$ cat config.mk
export PLATFORM = sky130hd
export DESIGN_NAME = chicken_turn_ctrl
export DESIGN_NICKNAME = d
export VERILOG_FILES = /design/src/rtl/chicken_turn_ctrl.sv
export SDC_FILE = /design/constraint.sdc
export NUM_CORES = 1
export LEC_CHECK = 0
export CORE_MARGIN = 1.5
export CORE_UTILIZATION = 35
export CTS_CLUSTER_DIAMETER = 200
export DETAILED_ROUTE_END_ITERATION = 8
export PLACE_DENSITY = 0.77
export SYNTH_ARGS = -nofsm -noshare
export SYNTH_HDL_FRONTEND = slang
export SYNTH_SLANG_ARGS = --single-unit
$ cat constraint.sdc
create_clock -name clk -period 2.42 [get_ports clk]
set_input_delay 0.242 -clock clk [delete_from_list [all_inputs] [get_ports clk]]
set_output_delay 0.242 -clock clk [all_outputs]
set_load 0.03 [all_outputs]
$ cat src/rtl/chicken_turn_ctrl.sv
// Game-state registers for the two-chicken race: positions, turn, overtake scores
// and the IDLE/PLAY/WIN flow around the external next-position stage.
module chicken_turn_ctrl #(
   parameter logic [4:0]  P1_START  = 5'd0,
   parameter logic [4:0]  P2_START  = 5'd12,
   parameter int unsigned WIN_TAILS = 3
) (
   input  logic       clk,
   input  logic       rst_n,
   input  logic       start,
   input  logic       match,
   input  logic       miss,
   input  logic [4:0] pos_data,
   output logic [4:0] out1,
   output logic [4:0] out2,
   output logic [4:0] pos_p1,
   output logic [4:0] pos_p2,
   output logic       turn,
   output logic [2:0] score_p1,
   output logic [2:0] score_p2,
   output logic       playing,
   output logic       game_over,
   output logic       winner
);

   localparam logic [2:0] LP_WIN_TAILS = 3'(WIN_TAILS);
   localparam logic [4:0] LP_LAST_TILE = 5'd23;
   localparam logic [4:0] LP_NUM_TILES = 5'd24;

   typedef enum logic [1:0] {
      S_IDLE = 2'd0,
      S_PLAY = 2'd1,
      S_WIN  = 2'd2
   } state_t;

   state_t     r_state,    w_state_n;
   logic [4:0] r_pos_p1,   w_pos_p1_n;
   logic [4:0] r_pos_p2,   w_pos_p2_n;
   logic       r_turn,     w_turn_n;
   logic [2:0] r_score_p1, w_score_p1_n;
   logic [2:0] r_score_p2, w_score_p2_n;
   logic       r_winner,   w_winner_n;

   logic [4:0] w_out1;
   logic [4:0] w_out2;
   logic [4:0] w_pd_norm;
   logic [4:0] w_succ;
   logic       w_overtake;
   logic [2:0] w_act_score;
   logic [2:0] w_score_inc;

   always_ff @(posedge clk or negedge rst_n) begin
      if (!rst_n) begin
         r_state    <= S_IDLE;
         r_pos_p1   <= P1_START;
         r_pos_p2   <= P2_START;
         r_turn     <= 1'b0;
         r_score_p1 <= '0;
         r_score_p2 <= '0;
         r_winner   <= 1'b0;
      end else begin
         r_state    <= w_state_n;
         r_pos_p1   <= w_pos_p1_n;
         r_pos_p2   <= w_pos_p2_n;
         r_turn     <= w_turn_n;
         r_score_p1 <= w_score_p1_n;
         r_score_p2 <= w_score_p2_n;
         r_winner   <= w_winner_n;
      end
   end

   always_comb begin
      w_out1      = r_turn ? r_pos_p2 : r_pos_p1;
      w_out2      = r_turn ? r_pos_p1 : r_pos_p2;
      // Downstream can return up to 31; fold 24..31 back onto the track.
      w_pd_norm   = (pos_data >= LP_NUM_TILES) ? (pos_data - LP_NUM_TILES) : pos_data;
      w_succ      = (w_out1 == LP_LAST_TILE) ? '0 : (w_out1 + 5'd1);
      w_overtake  = (w_out2 == w_succ);
      w_act_score = r_turn ? r_score_p2 : r_score_p1;
      w_score_inc = (w_act_score == 3'd7) ? 3'd7 : (w_act_score + 3'd1);
   end

   always_comb begin
      w_state_n    = r_state;
      w_pos_p1_n   = r_pos_p1;
      w_pos_p2_n   = r_pos_p2;
      w_turn_n     = r_turn;
      w_score_p1_n = r_score_p1;
      w_score_p2_n = r_score_p2;
      w_winner_n   = r_winner;

      if (start) begin
         w_state_n    = S_PLAY;
         w_pos_p1_n   = P1_START;
         w_pos_p2_n   = P2_START;
         w_turn_n     = 1'b0;
         w_score_p1_n = '0;
         w_score_p2_n = '0;
         w_winner_n   = 1'b0;
      end else begin
         unique case (r_state)
            S_PLAY: begin
               if (miss) begin
                  w_turn_n = ~r_turn;
               end else if (match) begin
                  if (r_turn) w_pos_p2_n = w_pd_norm;
                  else        w_pos_p1_n = w_pd_norm;
                  if (w_overtake) begin
                     if (r_turn) w_score_p2_n = w_score_inc;
                     else        w_score_p1_n = w_score_inc;
                     if (w_score_inc == LP_WIN_TAILS) begin
                        w_state_n  = S_WIN;
                        w_winner_n = r_turn;
                     end
                  end
               end
            end
            S_IDLE, S_WIN: begin
               w_state_n = r_state;
            end
            default: begin
               w_state_n = S_IDLE;
            end
         endcase
      end
   end

   assign out1      = w_out1;
   assign out2      = w_out2;
   assign pos_p1    = r_pos_p1;
   assign pos_p2    = r_pos_p2;
   assign turn      = r_turn;
   assign score_p1  = r_score_p1;
   assign score_p2  = r_score_p2;
   assign playing   = (r_state == S_PLAY);
   assign game_over = (r_state == S_WIN);
   assign winner    = r_winner;

endmodule

# After elaboration in Yosys (flattened, before gate mapping)
# Index checks and enable logic that the tools add are counted.
# W data, S select, Z words.
totals:
  wordCells: 83
  reg_bits: 20
  output_inout_bits: 30
classes:
  reduce_logical: 15
  bitwise_logic: 1
  muxes: 43
  n_eq_ne: 13
  n_addsub: 3
  magnitude_cmp: 1
op_table:
  columns: ["operator", "count"]
  rows:
  - ["$mux W5", 14]
  - ["$mux W3", 14]
  - ["$reduce_and A5 Y1", 4]
  - ["$reduce_bool A2 Y1", 6]
  - ["$mux W2", 5]
  - ["$mux W1", 9]
  - ["$reduce_and A4 Y1", 2]
  - ["$ne A2 B2 Y1 const B", 3]
  - ["$ne A3 B2 Y1 const B", 2]
  - ["$ne A3 B3 Y1 const B", 2]
  - ["$add A5 B1 Y5 const B", 1]
  - ["$eq A5 B5 Y1", 1]
  - ["$eq A5 B5 Y1 const B", 1]
  - ["$ge A5 B5 Y1 const B", 1]
  - ["$sub A5 B5 Y5 const B", 1]
  - ["$pmux W2 S2", 1]
  - ["$add A3 B1 Y3 const B", 1]
  - ["$eq A3 B2 Y1 const B", 1]
  - ["$eq A3 B3 Y1 const B", 1]
  - ["$eq A2 B1 Y1 const B", 1]
  - ["$eq A2 B2 Y1 const B", 1]
  - ["$logic_not A2 Y1", 1]
  - ["$reduce_and A2 Y1", 1]
  - ["$reduce_or A2 Y1", 1]
  - ["$not A1 Y1", 1]

# Logic depth before layout (Yosys ltp)
# Gate-level depths: netlist (run 1).
depth:
  word_depth: 10
  depth_mapped: 11

# Least setup slack after synthesis (run 1)
# Ideal clock, no wire load.
synth_path:
  path_kind: "register -> register"
  from: "reg r_turn (netlist: turn)"
  to: "reg r_score_p1[0] (netlist: score_p1[0])"
  path_slack_ns: -0.556
  period_less_slack_ns: 2.976
  arrival_time_ns: 2.851
  required_time_ns: 2.295
  path_buffers: 2
  path_stages_with_launch: 12
  path_cell_list: "dfrtp_1 > buf_6 > buf_2 > mux2_2 > ha_1 > nand4b_1 > nand2_1 > o21bai_1 > xnor2_1 > and4_4 > and3_4 > mux2_4"
synth_lines:
  columns: ["item", "line_no", "source"]
  rows:
  - ["start: declaration", "39", "logic r_turn, w_turn_n;"]
  - ["start signal: assignment", "65", "r_turn <= w_turn_n;"]
  - ["$mux W5 *", "73", "w_out1 = r_turn ? r_pos_p2 : r_pos_p1;"]
  - ["net out1[0]", "14", "output logic [4:0] out1,"]
  - ["$add A5 B1 Y5 / $eq A5 B5 Y1 (equally long branches)", "77", "w_succ = (w_out1 == LP_LAST_TILE) ? '0 : (w_out1 + 5'd1);"]
  - ["$mux W5 *", "77", null]
  - ["$eq A5 B5 Y1 *", "78", "w_overtake = (w_out2 == w_succ);"]
  - ["$reduce_bool A2 Y1 (no line) *", null, null]
  - ["$reduce_and A5 Y1 (no line) *", null, null]
  - ["end signal: assignment", "66", "r_score_p1 <= w_score_p1_n;"]
  - ["end: declaration", "40", "logic [2:0] r_score_p1, w_score_p1_n;"]
# The timed path passes the listed nets; every way through them passes the cells marked *. The select of a mux whose other input is x is not followed.
# A chain may end at the register's enable or synchronous reset.

# Final worst setup path (run 1)
layout_path:
  from: "reg r_turn (netlist: turn)"
  to: "reg r_score_p1[0] (netlist: score_p1[0])"
layout_via:
  elab_chain_cells: 9
layout_rtl:
  columns: ["item", "line_no", "source"]
  rows:
  - ["$mux W3", "79", "w_act_score = r_turn ? r_score_p2 : r_score_p1;"]
  - ["$add A3 B1 Y3 / $eq A3 B3 Y1 (equally long branches)", "80", "w_score_inc = (w_act_score == 3'd7) ? 3'd7 : (w_act_score + 3'd1);"]
  - ["$mux W3", "80", null]
  - ["$mux W3", "109", "if (r_turn) w_score_p2_n = w_score_inc;"]
  - ["$mux W3", "108", "if (w_overtake) begin"]
  - ["$mux W3", "105", "end else if (match) begin"]
  - ["$mux W3", "103", "if (miss) begin"]
  - ["$mux W3", "101", "unique case (r_state)"]
  - ["$mux W3", "92", "if (start) begin"]
# Several ways; a longest one is shown, not always the timed one. The select of a mux whose other input is x is not followed.

==> key figures, run 1 <==
Logic synthesis
  • Area leader, netlist: dfrtp_1
  • Main combinational cell family by area after synthesis: simple AND/OR/NAND/NOR gates
  • Synthesis Warnings: 0
  • Sequential-to-total area share from yosys stat: 0.3884
  • Simple-gate share of the synthesized area: 0.2242
  • Synth top area share: 0.3478
  • Synth Area in Adders: 0.01932
  • Cell Area, Synth: 0.001295 mm^2
  • Xor and xnor area share after synthesis: 0.04638
  • Top cells by area, synth: dfrtp_1 (35%), mux2_2 (7.8%), mux2i_1 (7.7%)
  • Multiplexer area fraction after synthesis: 0.2242
  • Number of library cell types mapped by synthesis: 36
  • Area fraction in compound gates after synthesis: 0.06184
  • Post-Syn Nets: between 100 and 150
  • Gate Count Post-Synth: 127
  • #FFs+latches synth: 20
  • Syn Area/Cell: ~10 um^2

Drt
  • Routed WL: 3258 um
  • Avg Vias per Cell: 5.234
  • DRT iter0 DRCs: 69
  • Via count: 1162
  • # DRC: 0
  • DRT Pass-1 Iters: 4
  • Post-route ant nets: 0
  • DR WL/cell: 14.68 um

Clocking
  • H-tree depth: 1
  • CTS buffer count: 3
  • Clock-pin transition on the worst setup and hold timing paths: 0.07 ns
  • CTS tree: built
  • Clk_lat worst skew: approximately 0.26 ns
  • CTS root buf: clkbuf_8
  • Hold buffer count at cts: 0
  • Clk sinks: 20
  • Max Root-Sink Buffers: 2

Pwr
  • Max VDD drop: 160.0 uV
  • Flop pwr share: 0.422
  • Sw power: 0.2418 mW
  • Internal power: 0.5986 mW
  • Switching Share: 0.2877
  • Gate power share: 0.275
  • PwrDens: ~450 mW/mm^2
  • Clk pwr share: 0.303
  • Leakage power: 0.8397 nW

Timing
  • Max Clock Skew: 0.002820 ns
  • Setup violations, final: 0
  • Worst-Margin Slew: 0.8625 ns
  • Min Tclk post-route: 2.326 ns
  • Fin. Hold Viols: 0
  • Slew Limit Headroom: 0.4232
  • Maximum clock rate: 429.9 MHz
  • Worst Hold Margin: 0.4718 ns
  • Slew Limit Fails: 0
  • Final period utilization: 0.9611

Final layout
  • Area growth syn-to-layout: 45.41%
  • Utilization after layout: 0.5471
  • Layout net count: 189
  • Area of the multi-input gates: 774.5 um^2
  • Fillers: 310
  • Sequential cell area: slightly above 500 um^2
  • Antenna Cells: 0
  • Share of layout cells above drive strength 1: 0.2330

Run
  • Max Cap Viol: 0

Critical path
  • CP arrival: 2.47 ns
  • CP Class: flip-flop to flip-flop
  • Worst Setup End Kind: flip-flop
  • Startpoint types: flip-flop
  • Crit path max fanout: 6
  • Worst EP required: 2.57 ns

Die
  • Die Span Y: about 64 um
  • Initial Util: 0.3762
  • Core Area: between 0.003 and 0.004 mm^2
  • Die area: 0.004074 mm^2
  • Io pins: 40
  • Die Width: 63.83 um
  • Num rows: 21

Global route
  • First-pass GRT wire length: approximately 5400 um
  • Antenna violations before repair: 0
  • Largest net degree at the start of global routing: 21
  • Gr usage total: 0.1688
  • Vias in the first global route: 1126
  • Congestion Overflow GR: 0

Placed design
  • RD Place Congestion: between 0.8 and 0.9
  • Post-DP HPWL: 2593 um
  • IO buf count: 39

Worst hold path
  • Hold Crit Class: input port to async pin

Outcome
  • Status: finished clean
-- state kept, by name, indices dropped and copies added, names as in the netlist --
register,count
score_p2,3
score_p1,3
pos_p2,5
pos_p1,5
r_state,2
turn,1
winner,1
-- power groups by stage --
stage / registers [mW] / clock network (mW) / logic, mW
floorplan: 0.376 / 0 / 0.121
global placement: 0.360 / 0 / 0.224
detailed placement: 0.361 / 0 / 0.229
CTS: 0.354 / 0.259 / 0.230
global route: 0.356 / 0.267 / 0.246
finish: 0.355 / 0.255 / 0.231
-- layout by cell type, fill, tap and decap left out, drive strengths merged, types with 5 or more instances in the layout --
master / instances
buf: 11
a21oi: 5
nor2: 11
nand2: 13
inv: 5
clkdlybuf4s50: 39
dfrtp: 18
nor2b: 8
mux2: 14
mux2i: 11
-- Yosys cell counts (all sizes together) --
| cell type | n |
|---|---|
| dfrtp | 18 |
| mux2 | 14 |
| nand2 | 13 |
| mux2i | 11 |
| nor2 | 11 |
| nor2b | 8 |
| a21oi | 5 |
| inv | 5 |
| xnor2 | 4 |
| and3 | 3 |
| clkbuf | 3 |
| nand2b | 3 |
| nand3 | 3 |
| a211o | 2 |
| a41oi | 2 |
| and4 | 2 |
| buf | 2 |
| dfstp | 2 |
| ha | 2 |
| nand3b | 2 |
| nand4 | 2 |
| nor3 | 2 |
| xor2 | 2 |
| a21o | 1 |
| and2 | 1 |
| and4b | 1 |
| nand4b | 1 |
| o21ai | 1 |
| o21bai | 1 |
-- stage by stage --
| stage | area, um^2 | setup TNS, ns | cells | power [mW] | worst slack [ns] |
|---|---|---|---|---|---|
| final | 1883 | 0 | 222 | 0.8404 | 0.09407 |
| after global routing | 1883 | -0.01102 | 222 | 0.8687 | -0.01102 |
| after CTS | 1867 | 0 | 221 | 0.8429 | 0.07012 |
| after detailed placement | 1812 | 0 | 217 | 0.5900 | 0.07990 |
| after global placement | 1812 | 0 | 217 | 0.5847 | 0.1412 |
| after floorplan | 1323 | -0.8220 | 127 | 0.4969 | -0.2091 |
-- critical path, cell delays in order, from the launching register on --
cell,delay (ns)
dfrtp_2,0.44
mux2_4,0.33
ha_4,0.18
nand4b_1,0.09
nand2_1,0.10
o21bai_1,0.16
xnor2_1,0.13
and4_4,0.28
and3_4,0.21
mux2_4,0.30
-- kinds of logic after synthesis --
group,after synthesis
compound gates,12
buf+inv,10
flops,20
xor+xnor,6
fa+ha+maj,2
simple gates,52
mux,25
-- layout make-up --
class / instances / share of cell area
inverters: 5 / 0.009967
flip-flops and latches: 20 / 0.2678
multi-input cells: 97 / 0.4113
repair buffers: 50 / 0.2512
well taps: 46 / 0.03056
clock buffers: 4 / 0.02924
-- timing repair --
item | 4_1_cts | 5_1_grt
gates resized for setup | 0 | 2
setup endpoints to repair | 0 | 7
buffers inserted | 0 | 1
endpoints found under the hold margin | 0 | 0
-- worst paths after layout --
check	from	to	slack [ns]	depth (start not counted)
hold / removal	rst_n	pos_p1[0]	0.47	1
max in group asynchronous	rst_n	pos_p2[3]	1.30	2
setup reg to reg	turn	score_p1[0]	0.09	9
min in group clk	pos_p2[2]	pos_p2[2]	0.56	2
hold reg to reg	pos_p2[2]	pos_p2[2]	0.56	2
setup / recovery	turn	score_p1[0]	0.09	9
-- metal layers --
metal  wire length, um  vias up  global-route usage  share of wire
li1                  -      547                   -              -
met1              1419      548              0.2188           0.44
met2              1597       61              0.2786           0.49
met3               172        6             0.01585          0.053
met4                68        0             0.08696          0.021
met5                 0        -                   0              0
No activity file was read; power rests on OpenSTA's default activity.
==> inputs of run 2 (changes only) <==
--- a/config.mk
+++ b/config.mk
@@ -10,6 +10,7 @@
 export CTS_CLUSTER_DIAMETER = 200
 export DETAILED_ROUTE_END_ITERATION = 8
 export PLACE_DENSITY = 0.77
+export RECOVER_POWER = 25
 export SYNTH_ARGS = -nofsm -noshare
 export SYNTH_HDL_FRONTEND = slang
 export SYNTH_SLANG_ARGS = --single-unit
==> run 2 against run 1 <==
- maximum frequency stayed put
- worst setup slack is the same
- global-route usage did not move
- die area unchanged
- final area stayed put
- critical path type unchanged
- largest cell class unchanged
- via count unchanged
- clock-buffer cell count did not move
- total power about the same
==> key figures, run 2 (synthesis results as in run 1) <==
Clocking
  • CTS tree: built
  • Hold buffer count at cts: 0
  • CTS buffer count: 3
  • H-tree depth: 1
  • Clk sinks: 20
  • CTS root buf: clkbuf_8
  • Clk_lat worst skew: 0.26 ns
  • Max Root-Sink Buffers: 2
  • Clock-pin transition on the worst setup and hold timing paths: 0.07 ns

Global route
  • Largest net degree at the start of global routing: 21
  • Congestion Overflow GR: 0
  • First-pass GRT wire length: about 5400 um
  • Gr usage total: 0.1688
  • Vias in the first global route: around 1100
  • Antenna violations before repair: 0

Pwr
  • Clk pwr share: 0.303
  • Leakage power: ~0.84 nW
  • PwrDens: 446.1 mW/mm^2
  • Sw power: 0.2418 mW
  • Max VDD drop: 160.0 uV
  • Flop pwr share: 0.422
  • Internal power: 0.5982 mW
  • Gate power share: 0.275
  • Switching Share: 0.2879

Final layout
  • Commonest non-fill, non-tap cell in the layout: clkdlybuf4s50_1
  • Share of layout cells above drive strength 1: 0.2330
  • Antenna Cells: 0
  • Non-Filler Instances: between 200 and 250
  • Area growth syn-to-layout: 45.41%
  • Most frequent cells in the layout: clkdlybuf4s50_1 (38), dfrtp_1 (17), nand2_1 (13), nor2_1 (11), buf_4 (11)
  • Layout net count: around 190

Die
  • Num rows: 21
  • Core Area: 0.003442 mm^2
  • Die Width: approximately 64 um
  • Die area: a little over 0.004 mm^2
  • Initial Util: 0.3762
  • Die Span Y: 63.83 um
  • Io pins: 40

Timing
  • Worst-Margin Slew: 0.8714 ns
  • Final period utilization: 0.9611
  • Max Clock Skew: 0.002821 ns
  • Fin. Hold Viols: 0
  • Post-route setup slack: approximately 0.094 ns
  • Min Tclk post-route: 2.326 ns
  • Slew Limit Headroom: 0.4171
  • Setup violations, final: 0
  • Worst Hold Margin: approximately 0.54 ns
  • Slew Limit Fails: 0
  • Maximum clock rate: 429.9 MHz

Critical path
  • Crit path max fanout: 6
  • CP arrival: 2.47 ns
  • Crit-path max cell delay: 0.44 ns
  • CP Cell Sequence: mux2_4, ha_4, nand4b_1, nand2_1, o21bai_1, xnor2_1, and4_4, and3_4, mux2_4
  • Worst Setup End Kind: flip-flop
  • Startpoint types: flip-flop
  • Top Family by Delay on Critical Path: simple AND/OR/NAND/NOR gates
  • CP max-delay cell: dfrtp_2
  • Worst EP required: 2.57 ns
  • Crit path buffers/inverters: 0
  • CP Class: flip-flop to flip-flop
  • Most used cell, CP: mux2_4

Outcome
  • Status: finished clean

Run
  • Max Cap Viol: 0

Placed design
  • Post-DP HPWL: 2593 um
  • IO buf count: 39
  • Placement Setup Slack: ~0.08 ns
  • Placed Instances: ~220
  • RD Place Congestion: 0.8116

Drt
  • # DRC: 0
  • Routed WL: 3257 um
  • DRT Pass-1 Iters: 4
  • DR WL/cell: 14.67 um
  • DRT iter0 DRCs: 69
  • Avg Vias per Cell: 5.234
  • Via count: approximately 1200
  • Post-route ant nets: 0

Worst hold path
  • Hold Crit Class: input port to async pin
==> run 2: cell count changes in the layout (fill, tap and decap cells not counted), sizes merged <==
cell and delta:
dlygate4sd3 +1, clkdlybuf4s50 -1
==> run 2: power by group through the flow <==
stage               Sequential [mW]  Combinational (mW)  Clock, mW
CTS                           0.354               0.230      0.259
finish                        0.355               0.231      0.255
detailed placement            0.361               0.229          0
global placement              0.360               0.224          0
floorplan                     0.376               0.121          0
global route                  0.356               0.246      0.267
==> run 2: cell type report <==
| class | count | area [um^2] |
|---|---|---|
| fillers | 310 | 1559 |
| multi-input cells | 97 | 774.5 |
| flip-flops and latches | 20 | 504.2 |
| repair buffers | 50 | 473.0 |
| well taps | 46 | 57.56 |
| clock buffers | 4 | 55.05 |
| inverters | 5 | 18.77 |
==> run 2: path summary, 6_finish.rpt <==
check | from | end | slack [ns] | cells past startpoint
worst max-delay path | turn | score_p1[0] | 0.09 | 9
worst min-delay path | rst_n | pos_p1[0] | 0.54 | 1
worst max register to register | turn | score_p1[0] | 0.09 | 9
worst min register to register | pos_p2[2] | pos_p2[2] | 0.56 | 2
max in group asynchronous | rst_n | pos_p2[3] | 1.23 | 2
min in group clk | pos_p2[2] | pos_p2[2] | 0.56 | 2
==> run 2: metal layers <==
layer | vias to the layer above | GRT usage | wire length (um)
met5 | - | 0 | 0
met4 | 0 | 0.08696 | 68
met3 | 6 | 0.01585 | 172
met2 | 61 | 0.2786 | 1597
met1 | 548 | 0.2188 | 1419
li1 | 547 | - | -
==> run 2: timing repair <==
item | in CTS | in global routing
endpoints found under the setup margin | 0 | 7
resized for setup | 0 | 2
setup buffers | 0 | 1
==> run 2: through the flow <==
step | power [mW] | util | cell area [um^2] | setup TNS [ns]
5_1_grt | 0.8683 | 0.5471 | 1883 | -0.01102
4_1_cts | 0.8429 | 0.5423 | 1867 | 0
2_1_floorplan | 0.4969 | - | 1323 | -0.8220
3_3_place_gp | 0.5847 | 0.5264 | 1812 | 0
6_report | 0.8400 | 0.5471 | 1883 | 0
3_5_place_dp | 0.5900 | 0.5264 | 1812 | 0
==> run 2: worst register-to-register path, cell delays in order (launching register included) <==
cell	delay [ns]
dfrtp_2	0.44
mux2_4	0.33
ha_4	0.18
nand4b_1	0.09
nand2_1	0.10
o21bai_1	0.16
xnor2_1	0.13
and4_4	0.28
and3_4	0.21
mux2_4	0.30
